--- config.mk ---
export PLATFORM = sky130hd
export DESIGN_NAME = fifo_ctrl_6x8
export DESIGN_NICKNAME = d
export VERILOG_FILES = /design/src/rtl/fifo_pkg.sv /design/src/rtl/fifo_ptr_cnt.sv /design/src/rtl/fifo_ctrl_6x8.sv
export SDC_FILE = /design/constraint.sdc
export NUM_CORES = 1
export LEC_CHECK = 0
export BUFFER_PORTS_ARGS = -buffer_cell sky130_fd_sc_hd__buf_2
export CAP_MARGIN = 20
export CELL_PAD_IN_SITES_DETAIL_PLACEMENT = 0
export CELL_PAD_IN_SITES_GLOBAL_PLACEMENT = 1
export CORE_MARGIN = 8
export CORE_UTILIZATION = 30
export DETAILED_ROUTE_END_ITERATION = 7
export HOLD_SLACK_MARGIN = 0.15
export PLACE_DENSITY_LB_ADDON = 0.1
export SLEW_MARGIN = 20
export SYNTH_ARGS = -nofsm -noshare
export SYNTH_HDL_FRONTEND = slang
export SYNTH_SLANG_ARGS = --single-unit
--- constraint.sdc ---
create_clock -name clk -period 3.3 [get_ports clk]
set_input_delay 0.165 -clock clk [delete_from_list [all_inputs] [get_ports clk]]
set_output_delay 0.165 -clock clk [all_outputs]
set_load 0.01 [all_outputs]
--- src/rtl/fifo_pkg.sv ---
// Shared definitions for the FIFO pointer/flag controller: size defaults and FSM encoding.
package fifo_pkg;

  localparam int unsigned MAIN_SIZE_DEF = 6;
  localparam int unsigned DATA_SIZE_DEF = 8;
  localparam int unsigned DEPTH         = 2 ** MAIN_SIZE_DEF;

  typedef enum logic [2:0] {
    ST_RESET  = 3'd0,
    ST_INIT   = 3'd1,
    ST_IDLE   = 3'd2,
    ST_ACTIVE = 3'd3,
    ST_ERROR  = 3'd4
  } state_e;

endpackage

--- src/rtl/fifo_ptr_cnt.sv ---
// Memory address pointer: synchronous clear, increment on enable, natural wrap at 2**W.
module fifo_ptr_cnt #(
  parameter int unsigned W = 6
) (
  input  logic         clk,
  input  logic         rst,
  input  logic         clr,
  input  logic         en,
  output logic [W-1:0] ptr
);

  logic [W-1:0] ptr_q;
  logic [W-1:0] ptr_d;

  always_comb begin
    ptr_d = ptr_q;
    if (clr)     ptr_d = '0;
    else if (en) ptr_d = ptr_q + 1'b1;
  end

  always_ff @(posedge clk or posedge rst) begin
    if (rst) ptr_q <= '0;
    else     ptr_q <= ptr_d;
  end

  assign ptr = ptr_q;

endmodule

--- src/rtl/fifo_ctrl_6x8.sv ---
// Pointer/flag controller for the 6x8 FIFO memory: FSM, occupancy count and status flags.
// Optional FIFO_ERR_CLR_EN adds err_clr, allowing ERROR to be left without a reset.
module fifo_ctrl_6x8
  import fifo_pkg::*;
#(
  parameter int unsigned MAIN_SIZE = MAIN_SIZE_DEF,
  parameter int unsigned DATA_SIZE = DATA_SIZE_DEF
) (
  input  logic                 clk,
  input  logic                 reset,
  input  logic                 init,
  input  logic [MAIN_SIZE:0]   th_afull,
  input  logic [MAIN_SIZE:0]   th_aempty,
  input  logic                 push,
  input  logic                 pop,
  output logic                 write,
  output logic                 read,
  output logic [MAIN_SIZE-1:0] wr_ptr,
  output logic [MAIN_SIZE-1:0] rd_ptr,
  output logic                 data_valid,
  output logic                 fifo_full,
  output logic                 fifo_empty,
  output logic                 almost_full,
  output logic                 almost_empty,
  output logic [MAIN_SIZE:0]   count,
  output logic                 error,
  output logic [2:0]           state
`ifdef FIFO_ERR_CLR_EN
  ,
  input  logic                 err_clr
`endif
);

  localparam logic [MAIN_SIZE:0] FULL_LVL = {1'b1, {MAIN_SIZE{1'b0}}};

  state_e             state_q, state_d;
  logic [MAIN_SIZE:0] count_q, count_d;
  logic [MAIN_SIZE:0] th_afull_q, th_afull_d;
  logic [MAIN_SIZE:0] th_aempty_q, th_aempty_d;
  logic               error_q, error_d;
  logic               data_valid_q;
  logic               op_en, ovf, udf, ptr_clr, clr_req;

`ifdef FIFO_ERR_CLR_EN
  assign clr_req = err_clr;
`else
  assign clr_req = 1'b0;
`endif

  always_ff @(posedge clk or posedge reset) begin
    if (reset) state_q <= ST_RESET;
    else       state_q <= state_d;
  end

  always_ff @(posedge clk or posedge reset) begin
    if (reset) begin
      count_q      <= '0;
      th_afull_q   <= '0;
      th_aempty_q  <= '0;
      error_q      <= 1'b0;
      data_valid_q <= 1'b0;
    end else begin
      count_q      <= count_d;
      th_afull_q   <= th_afull_d;
      th_aempty_q  <= th_aempty_d;
      error_q      <= error_d;
      data_valid_q <= read;
    end
  end

  // Output/flag logic; almost_full is masked in RESET since the reset threshold of 0 would assert it.
  always_comb begin
    op_en        = (state_q == ST_IDLE) || (state_q == ST_ACTIVE);
    fifo_full    = (count_q == FULL_LVL);
    fifo_empty   = (count_q == '0);
    almost_full  = (state_q != ST_RESET) && (count_q >= th_afull_q);
    almost_empty = (count_q <= th_aempty_q);
    write        = op_en & push & ~fifo_full;
    read         = op_en & pop & ~fifo_empty;
    ovf          = op_en & push & fifo_full;
    udf          = op_en & pop & fifo_empty;
  end

  always_comb begin
    count_d     = count_q;
    th_afull_d  = th_afull_q;
    th_aempty_d = th_aempty_q;
    error_d     = error_q;
    ptr_clr     = 1'b0;
    unique case (state_q)
      ST_INIT: begin
        th_afull_d  = th_afull;
        th_aempty_d = th_aempty;
        count_d     = '0;
        ptr_clr     = 1'b1;
      end
      ST_IDLE, ST_ACTIVE: begin
        if (write && !read)      count_d = count_q + 1'b1;
        else if (read && !write) count_d = count_q - 1'b1;
        if (ovf || udf) error_d = 1'b1;
      end
      ST_ERROR: begin
        if (clr_req) begin
          error_d = 1'b0;
          count_d = '0;
          ptr_clr = 1'b1;
        end
      end
      default: ;
    endcase
  end

  // Overflow/underflow takes priority over init so the sticky error always lands in ERROR.
  always_comb begin
    state_d = state_q;
    unique case (state_q)
      ST_RESET: state_d = ST_INIT;
      ST_INIT:  state_d = init ? ST_INIT : ST_IDLE;
      ST_IDLE, ST_ACTIVE: begin
        if (ovf || udf)                                  state_d = ST_ERROR;
        else if (init)                                   state_d = ST_INIT;
        else if (state_q == ST_IDLE && write)            state_d = ST_ACTIVE;
        else if (state_q == ST_ACTIVE && count_d == '0)  state_d = ST_IDLE;
      end
      ST_ERROR: state_d = clr_req ? ST_INIT : ST_ERROR;
      default:  state_d = ST_RESET;
    endcase
  end

  fifo_ptr_cnt #(.W(MAIN_SIZE)) u_wr_ptr (
    .clk (clk),
    .rst (reset),
    .clr (ptr_clr),
    .en  (write),
    .ptr (wr_ptr)
  );

  fifo_ptr_cnt #(.W(MAIN_SIZE)) u_rd_ptr (
    .clk (clk),
    .rst (reset),
    .clr (ptr_clr),
    .en  (read),
    .ptr (rd_ptr)
  );

  assign count      = count_q;
  assign error      = error_q;
  assign data_valid = data_valid_q;
  assign state      = state_q;

endmodule

* Yosys cells after proc, flatten, opt, wreduce, memory -nomap -nowiden *
Cells that the tools add are included.

operators by class
  $add $sub $neg = 4
  multiply operators = 0
  divide/modulo/power cells = 0
  magnitude comparators = 2
  eq/ne operators = 6
  shift operators = 0
  muxes and demuxes = 14
  bitwise operators = 8
  reduce and logical (&&, ||, !) cells = 17

operators by type and width
  kind                                                 number
  two-way mux 6 bit                                    4
  zero test 7 bit                                      2
  two-way mux 7 bit                                    2
  one-hot mux 7 bit (2 select lines)                   1
  adder 6 x 1 -> 6 bit, second input constant          2
  two-way mux 3 bit                                    4
  one-hot mux 3 bit (4 select lines)                   1
  adder 7 x 1 -> 7 bit, second input constant          1
  equality test 7 bit, second input constant           1
  greater-or-equal comparator 7 bit                    1
  <= comparator 7 bit                                  1
  subtractor 7 x 1 -> 7 bit, second input constant     1
  AND 1 bit                                            6
  equality test 3 x 2 -> 1 bit, second input constant  2
  logical AND 1 bit                                    5
  != test 5 bit, second input constant                 1
  nonzero test 2 bit                                   2
  equality test 3 x 1 -> 1 bit, second input constant  1
  equality test 3 bit, second input constant           1
  zero test 3 bit                                      1
  nonzero test 3 bit                                   1
  zero test 1 bit                                      2
  logical OR 1 bit                                     2
  two-way mux 2 bit                                    1
  other kinds (4)                                      5

word-level totals
  register bits = 38
  latch bits = 0
  bits in writable memories = 0
  memory bits (read-only) = 0
  input bits = 19
  output and inout port bits = 30
  logic and storage cells = 59
  memories = 0

* Logic depth before layout (Yosys ltp) *
Gate-level depths: netlist of the first run.

  depth after elaboration = 16
  gate-level depth with buffers = 10
  mapped depth without buffers = 10

* By module *
A second synthesis of the first run with hierarchy kept.

second synthesis, totals
  cells, all modules = 253
  area, all modules = 2,337.2 sq um

by module, submodules not included
  module         times used  cells each  area each (sq um)  seq. area each (sq um)
  fifo_ctrl_6x8  1           199         1,781.7            650.6
  fifo_ptr_cnt   2           27          277.8              150.1

* Least setup slack after synthesis of the first run *
OpenSTA, ideal clock, no wires.

  kind = register to register
  start point = register count_q[0], in the netlist count[0]
  end point = register state_q[0], in the netlist state[0]
  setup time = 0.129 ns
  data arrival time = 2.523 ns
  required time = 3.171 ns
  setup slack = 0.647 ns
  stages on the path, launching flop included = 11
  buffers on the path = 0
  clock period less this slack = 2.653 ns
  path through = dfrtp_1 -> inv_1 -> ha_1 -> or3b_4 -> or2_4 -> clkinv_4 -> nor3_4 -> o41ai_4 -> xnor2_1 -> nand4_1 -> o41a_1

between the ends
  elaborated cells on any way between the ends = 26
  those cells by class = add/sub (2); eq/ne (2); mux (7); bitwise (6); reduce/logical (9)

RTL lines
  item                                                           RTL line                                  text
  start: declaration                                             fifo_ctrl_6x8.sv:37                       logic [MAIN_SIZE:0] count_q, count_d;
  start signal: assignment                                       fifo_ctrl_6x8.sv:63                       count_q <= count_d;
  zero test 7 bit (*)                                            fifo_ctrl_6x8.sv:75                       fifo_empty = (count_q == '0);
  named net fifo_empty                                           fifo_ctrl_6x8.sv:22                       output logic fifo_empty,
  inverter 1 bit (*)                                             fifo_ctrl_6x8.sv:79                       read = op_en & pop & ~fifo_empty;
  AND 1 bit (*)                                                  fifo_ctrl_6x8.sv:79
  named net read                                                 fifo_ctrl_6x8.sv:17                       output logic read,
  logical AND 1 bit / zero test 1 bit (equally long branches)    fifo_ctrl_6x8.sv:99, fifo_ctrl_6x8.sv:98
  two-way mux 7 bit / logical AND 1 bit (equally long branches)  fifo_ctrl_6x8.sv:99, fifo_ctrl_6x8.sv:98
  two-way mux 7 bit (*)                                          fifo_ctrl_6x8.sv:98                       if (write && !read) count_d = count_q + 1'b1;
  one-hot mux 7 bit (2 select lines) (*)                         fifo_ctrl_6x8.sv:90                       unique case (state_q)
  zero test 7 bit (*)                                            fifo_ctrl_6x8.sv:123                      else if (state_q == ST_ACTIVE && count_d == '0) state_d = ST_IDLE;
  logical AND 1 bit (*)                                          fifo_ctrl_6x8.sv:123
  != test 5 bit (no source line) (*)                             --
  end signal: assignment                                         fifo_ctrl_6x8.sv:52                       else state_q <= state_d;
  end: declaration                                               fifo_ctrl_6x8.sv:36                       state_e state_q, state_d;

The timed path passes the listed nets; every way through them passes the cells marked *.
A chain may end at the register's enable or synchronous reset.

* Worst setup path after layout of the first run *
  start point = register count_q[1], in the netlist count[1]
  end point = register state_q[0], in the netlist state[0]

between the ends
  longest elaborated chain between the ends = 11
  elaborated cells on any way between the ends = 26
  those cells by class = add/sub (2); eq/ne (2); mux (7); bitwise (6); reduce/logical (9)

RTL lines
  item
  branches (longest 11 deep; another with subtractor 7 x 1 -> 7 bit)

Several ways; the timed one is not identified.

==> impl_metrics.tcl, run 1 <==
set metrics [dict create \
    place_hpwl_um 4980 \
    antenna_found_initial 0 \
    hold_end "count[0]" \
    rr_endpoint "state[0]" \
    use_met3_pct 3.47 \
    synth_top_family_by_area "simple AND/OR/NAND/NOR gates" \
    post-route-min-period_ns 2.82 \
    synth_cells 263 \
    endpoint_kind "flip-flop" \
    synthAdderAreaFrac_pct 9.92 \
    cts.sinks 38 \
    htree_levels 2 \
    ys_warn_count 0 \
    use_met2_pct 18.8 \
    rrSetupSlack_ns 0.48 \
    drtIter0Drc 78 \
    tns_ns 0 \
    gr-total-overflow 0 \
    ys_ff_latch 38 \
    finalSetupViolations 0 \
    routedWlPerCell_um 15.6 \
    fmax_mhz 355 \
    ctsRootBufferMaster "clkbuf_8" \
    power.density_mw_per_mm2 934 \
    area_growth_pct 26.7 \
    fin_worst_skew_ns 0.00569 \
    grt.total_usage_pct 12.6 \
    crit_type "reg -> reg" \
    synthSimpleGateAreaFrac_pct 18.8 \
    synth_edf_count 0 \
    clkLatencyLatePin_ns 0.30 \
    r2r_start "count[1]" \
    postCtsSetupRepairBufs 0 \
    ctsLongestPathBuffers 2 \
    drt-total-wl_um 6690 \
    maxCapViolations 0 \
    grt_pass1_wl_um 11400 \
    hold_viol_final 0 \
    hold_slack_ns 0.367 \
    nNetsFinal 364 \
    fillCellCount 809 \
    netlist_top_cells_area "dfrtp_1 (40%), ha_1 (9.9%), o21ai_0 (4.4%)" \
    first_pass_iters 4 \
    grt.busiest_layer "met2" \
    fin_crit_sh_pct 85.3 \
    multi_input_area_mm2 0.00128 \
    synth_commonest_cells "dfrtp_1 (38), nand2_1 (27), o21ai_0 (21)" \
    final_antenna_net_count 0 \
    cts_tree "built" \
    crit_required_ns 3.49 \
    rsz0062_at_grt "no" \
    io_buffer_count 48 \
    avgSynthCellArea_um2 9.12 \
    seq_area_um2 951 \
    synth_cell_type_count 49 \
    clkTransAtPathRegs_ns 0.09 \
    via_per_inst 4.81 \
    async_flop_share_pct 100 \
    rr_worst_depth 10 \
    hp-class "in -> reg" \
    die_w_um 105 \
    synth_flop_cell "dfrtp_1" \
    crit_path_start_kind "flip-flop" \
    min_from "push" \
    cellLeakagePower_nw 1.50 \
    synth_area_mm2 0.00240 \
    die_h_um 105 \
    slew_headroom_pct 45.8 \
    rows 32 \
    die-area_mm2 0.0111 \
    insertedDiodeCount 0 \
    grt_util_met1_pct 17.2 \
    synth_most_common_cell "dfrtp_1" \
    dp.cells 405 \
    synth_compound_area_share_pct 17.3 \
    start_util_pct 31.0 \
    gp_congestion 0.841 \
    cts_made_buffers 5 \
    seq_area_frac_synth_pct 39.7 \
    arrival_ns 3.00 \
    status "completed" \
    yosysTopAreaCellShare_pct 39.7 \
    core_area_mm2 0.00773 \
    path_max_fanout 9 \
    final-max-slew-violation-count 0 \
    via_count 2065 \
    min_delay_path_depth 3 \
    yosys.area.top_type "dfrtp_1" \
    io_pins 49 \
    synth-xor-area-share_pct 4.38 \
    stdcell_count 429 \
    syn_nets 301 \
    drive_gt1_share_pct 23.2 \
    vdd_ir_drop_max_uv 392 \
    synth.mux.area_fraction_pct 3.03 \
    post_cts_resize_count 0 \
    grt_pass1_vias 2188 \
    worst_pin_slew_ns 0.812 \
    post-route-drc-count 0 \
    grt_max_degree 39 \
]
-- metrics by stage --
step / util [%] / power, mW / instance area, µm² / setup slack (ns)
global route: 39.3 / 3.12 / 3040 / 0.228
finish: 39.3 / 2.84 / 3040 / 0.484
global placement: 35.5 / 2.38 / 2740 / 0.535
CTS: 39.3 / 2.89 / 3040 / 0.491
floorplan: - / 1.89 / 2400 / 0.647
detailed placement: 35.5 / 2.37 / 2740 / 0.500
-- state kept, by name, summed over array words and instances (netlist names) --
signal and cells:
count 7, data_valid 1, error 1, state 3, th_aempty_q 7, th_afull_q 7, u_rd_ptr.ptr 6, u_wr_ptr.ptr 6
-- kinds of logic (layout without fill, tap and decap cells) --
| group | Yosys count | count (layout) |
|---|---|---|
| flip-flops | 38 | 38 |
| AO/OA/AOI/OAI | 61 | 61 |
| XOR/XNOR | 12 | 12 |
| buffers and inverters | 36 | 100 |
| AND/OR/NAND/NOR | 90 | 90 |
| multiplexers | 7 | 7 |
| adder cells (fa/ha/maj) | 19 | 19 |
-- final cells by class --
cell class	count	share of cell area, %
clock inverter	3	2.27
multi-input combinational	189	42.3
timing repair buffer	71	14.9
inverter	21	2.76
clock buffer	5	2.27
sequential	38	31.3
tap	102	4.20
-- cells in the final DEF (no fill, tap or decap), drive strengths merged, types with 6 or more instances in the layout --
cell type / netlist / layout
dlygate4sd3: 0 / 16
o22ai: 6 / 6
nand4: 7 / 7
nand3: 8 / 8
buf: 7 / 55
inv: 20 / 20
nor2: 19 / 19
xor2: 7 / 7
nand2: 27 / 27
o21ai: 21 / 21
ha: 19 / 19
nor3: 10 / 10
a21oi: 12 / 12
dfrtp: 38 / 38
-- worst max-delay path by stage --
stage / depth (start not counted) / slack, ns / from / endpoint
final: 10 / 0.48 / count[1] / state[0]
after floorplan: 10 / 0.65 / count[0] / state[0]
after global routing: 9 / 0.23 / count[1] / state[0]
after detailed placement: 10 / 0.50 / count[1] / state[0]
after CTS: 10 / 0.49 / count[1] / state[0]
after global placement: 9 / 0.53 / count[1] / state[0]
-- where the power goes --
group,switching [mW],internal [mW],total [mW]
registers,0.170,0.621,0.792
logic,0.905,0.650,1.55
clock network,0.186,0.303,0.489
-- critical path, cell delays in order (launching register included) --
cell	delay, ns
dfrtp_1	0.49
inv_1	0.20
ha_1	0.18
or3b_4	0.39
or2_4	0.30
clkinv_4	0.07
nor3_4	0.07
o41ai_4	0.39
xnor2_1	0.16
nand4_1	0.12
o41a_1	0.32
-- repair_timing --
action / CTS / global route
endpoints found under the setup margin: 0 / 0
hold buffers: 16 / 0
hold endpoints to repair: 33 / 0
-- layer usage --
| layer | up-vias | part of all wire (%) |
|---|---|---|
| li1 | 1047 | - |
| met4 | 0 | 1.3 |
| met3 | 7 | 4.6 |
| met1 | 962 | 50 |
| met2 | 49 | 44 |
| met5 | - | 0 |
No activity file was read; power rests on OpenSTA's default activity.
==> run 2: changes to the inputs <==
CTS_BUF_LIST = sky130_fd_sc_hd__clkbuf_4   (was not set)
==> impl_metrics.tcl, run 2 (synthesis gave the netlist of run 1 again) <==
set metrics [dict create \
    grt_pass1_vias 2180 \
    cts_tree "built" \
    cts_made_buffers 5 \
    post-route-util_pct 38.9 \
    postCtsSetupRepairBufs 0 \
    total_power_mw 2.76 \
    crit_type "reg -> reg" \
    switching_share_pct 45.4 \
    stdcell_count 429 \
    ctsRootBufferMaster "clkbuf_4" \
    dpl_worst_slack_ns 0.500 \
    clkTransAtPathRegs_ns 0.13 \
    p_int_mw 1.51 \
    rsz0062_at_grt "no" \
    tns_ns 0 \
    insertedDiodeCount 0 \
    die-area_mm2 0.0111 \
    die_w_um 105 \
    layout_common_cells "buf_2 (48), dfrtp_1 (38), nand2_1 (27), o21ai_0 (21), inv_1 (20)" \
    fin_worst_skew_ns 0.00814 \
    rows 32 \
    min_from "push" \
    via_count 2063 \
    io_pins 49 \
    place_hpwl_um 4980 \
    hp-class "in -> reg" \
    p_sw_mw 1.25 \
    hold_slack_ns 0.304 \
    finalSetupViolations 0 \
    clkLatencyLatePin_ns 0.35 \
    post_cts_resize_count 0 \
    antenna_found_initial 0 \
    post-route-drc-count 0 \
    comb_power_share_pct 56.4 \
    drive_gt1_share_pct 23.2 \
    gp_congestion 0.841 \
    crit_required_ns 3.55 \
    ctsLongestPathBuffers 2 \
    dp.cells 405 \
    pwr-share-seq_pct 28.6 \
    endpoint_kind "flip-flop" \
    cellLeakagePower_nw 1.49 \
    cts.sinks 38 \
    die_h_um 105 \
    post-route-min-period_ns 2.82 \
    arrival_ns 3.07 \
    drt-total-wl_um 6670 \
    rr_worst_depth 10 \
    final-max-slew-violation-count 0 \
    drtIter0Drc 105 \
    area_growth_pct 25.4 \
    hold_viol_final 0 \
    gr-total-overflow 0 \
    place_area_mm2 0.00274 \
    fillCellCount 814 \
    vdd_ir_drop_max_uv 392 \
    grt_pass1_wl_um 11300 \
    final_antenna_net_count 0 \
    io_buffer_count 48 \
    htree_levels 2 \
    path_max_fanout 9 \
    core_area_mm2 0.00773 \
    layout_commonest_cell "buf_2" \
    first_pass_iters 4 \
    hold_end "count[0]" \
    ctsHoldBuffers 16 \
    maxCapViolations 0 \
    rr_endpoint "state[0]" \
    r2r_start "count[1]" \
    worst_pin_slew_ns 0.808 \
    power.density_mw_per_mm2 918 \
    routedWlPerCell_um 15.5 \
    fin_crit_sh_pct 85.5 \
    setup_slack_ns 0.479 \
    nNetsFinal 364 \
    rrSetupSlack_ns 0.48 \
    slew_headroom_pct 46.1 \
    status "completed" \
    min_delay_path_depth 3 \
    start_util_pct 31.0 \
    fmax_mhz 355 \
    grt.total_usage_pct 12.5 \
    crit_path_start_kind "flip-flop" \
    via_per_inst 4.81 \
    clock_power_share_pct 15.0 \
    grt_max_degree 39 \
    design_area_mm2 0.00301 \
]
==> run 2: changes by cell type in the layout (fill, tap and decap cells not counted) <==
cell	delta
clkbuf_8	-5
clkbuf_4	+5
==> run 2: worst max-delay path, cell delays in order (launching register included) <==
cell and delay (ns):
dfrtp_1 0.51, inv_1 0.20, ha_1 0.18, or3b_4 0.39, or2_4 0.30, clkinv_4 0.07
nor3_4 0.07, o41ai_4 0.39, xnor2_1 0.16, nand4_1 0.12, o41a_1 0.32
==> run 2: worst max path at each step <==
stage	from	endpoint	slack, ns	cells after the start
2_1_floorplan	count[0]	state[0]	0.65	10
3_3_place_gp	count[1]	state[0]	0.53	9
3_5_place_dp	count[1]	state[0]	0.50	10
4_1_cts	count[1]	state[0]	0.49	10
5_1_grt	count[1]	state[0]	0.23	9
6_report	count[1]	state[0]	0.48	10
==> run 2: power by group through the flow <==
stage / clock network (mW) / registers, mW / logic, mW
CTS: 0.431 / 0.793 / 1.59
detailed placement: 0 / 0.804 / 1.57
floorplan: 0 / 0.750 / 1.14
global placement: 0 / 0.804 / 1.57
global route: 0.448 / 0.821 / 1.77
finish: 0.414 / 0.790 / 1.56
==> run 2: layer usage <==
metal  track usage [%]  vias up  share of wire (%)
li1                  -     1046                  -
met1              17.0      967                 50
met2              18.8       46                 45
met3              3.41        4                4.8
met4              3.77        0               0.87
met5                 0        -                  0
==> run 2: final cells by class <==
class	count	area (µm²)	area share, %
clock inverters	3	68.8	2.29
inverters	21	83.8	2.79
repair buffers	71	453	15.1
well taps	102	128	4.24
clock buffers	5	37.5	1.25
flip-flops and latches	38	951	31.6
multi-input cells	189	1280	42.7
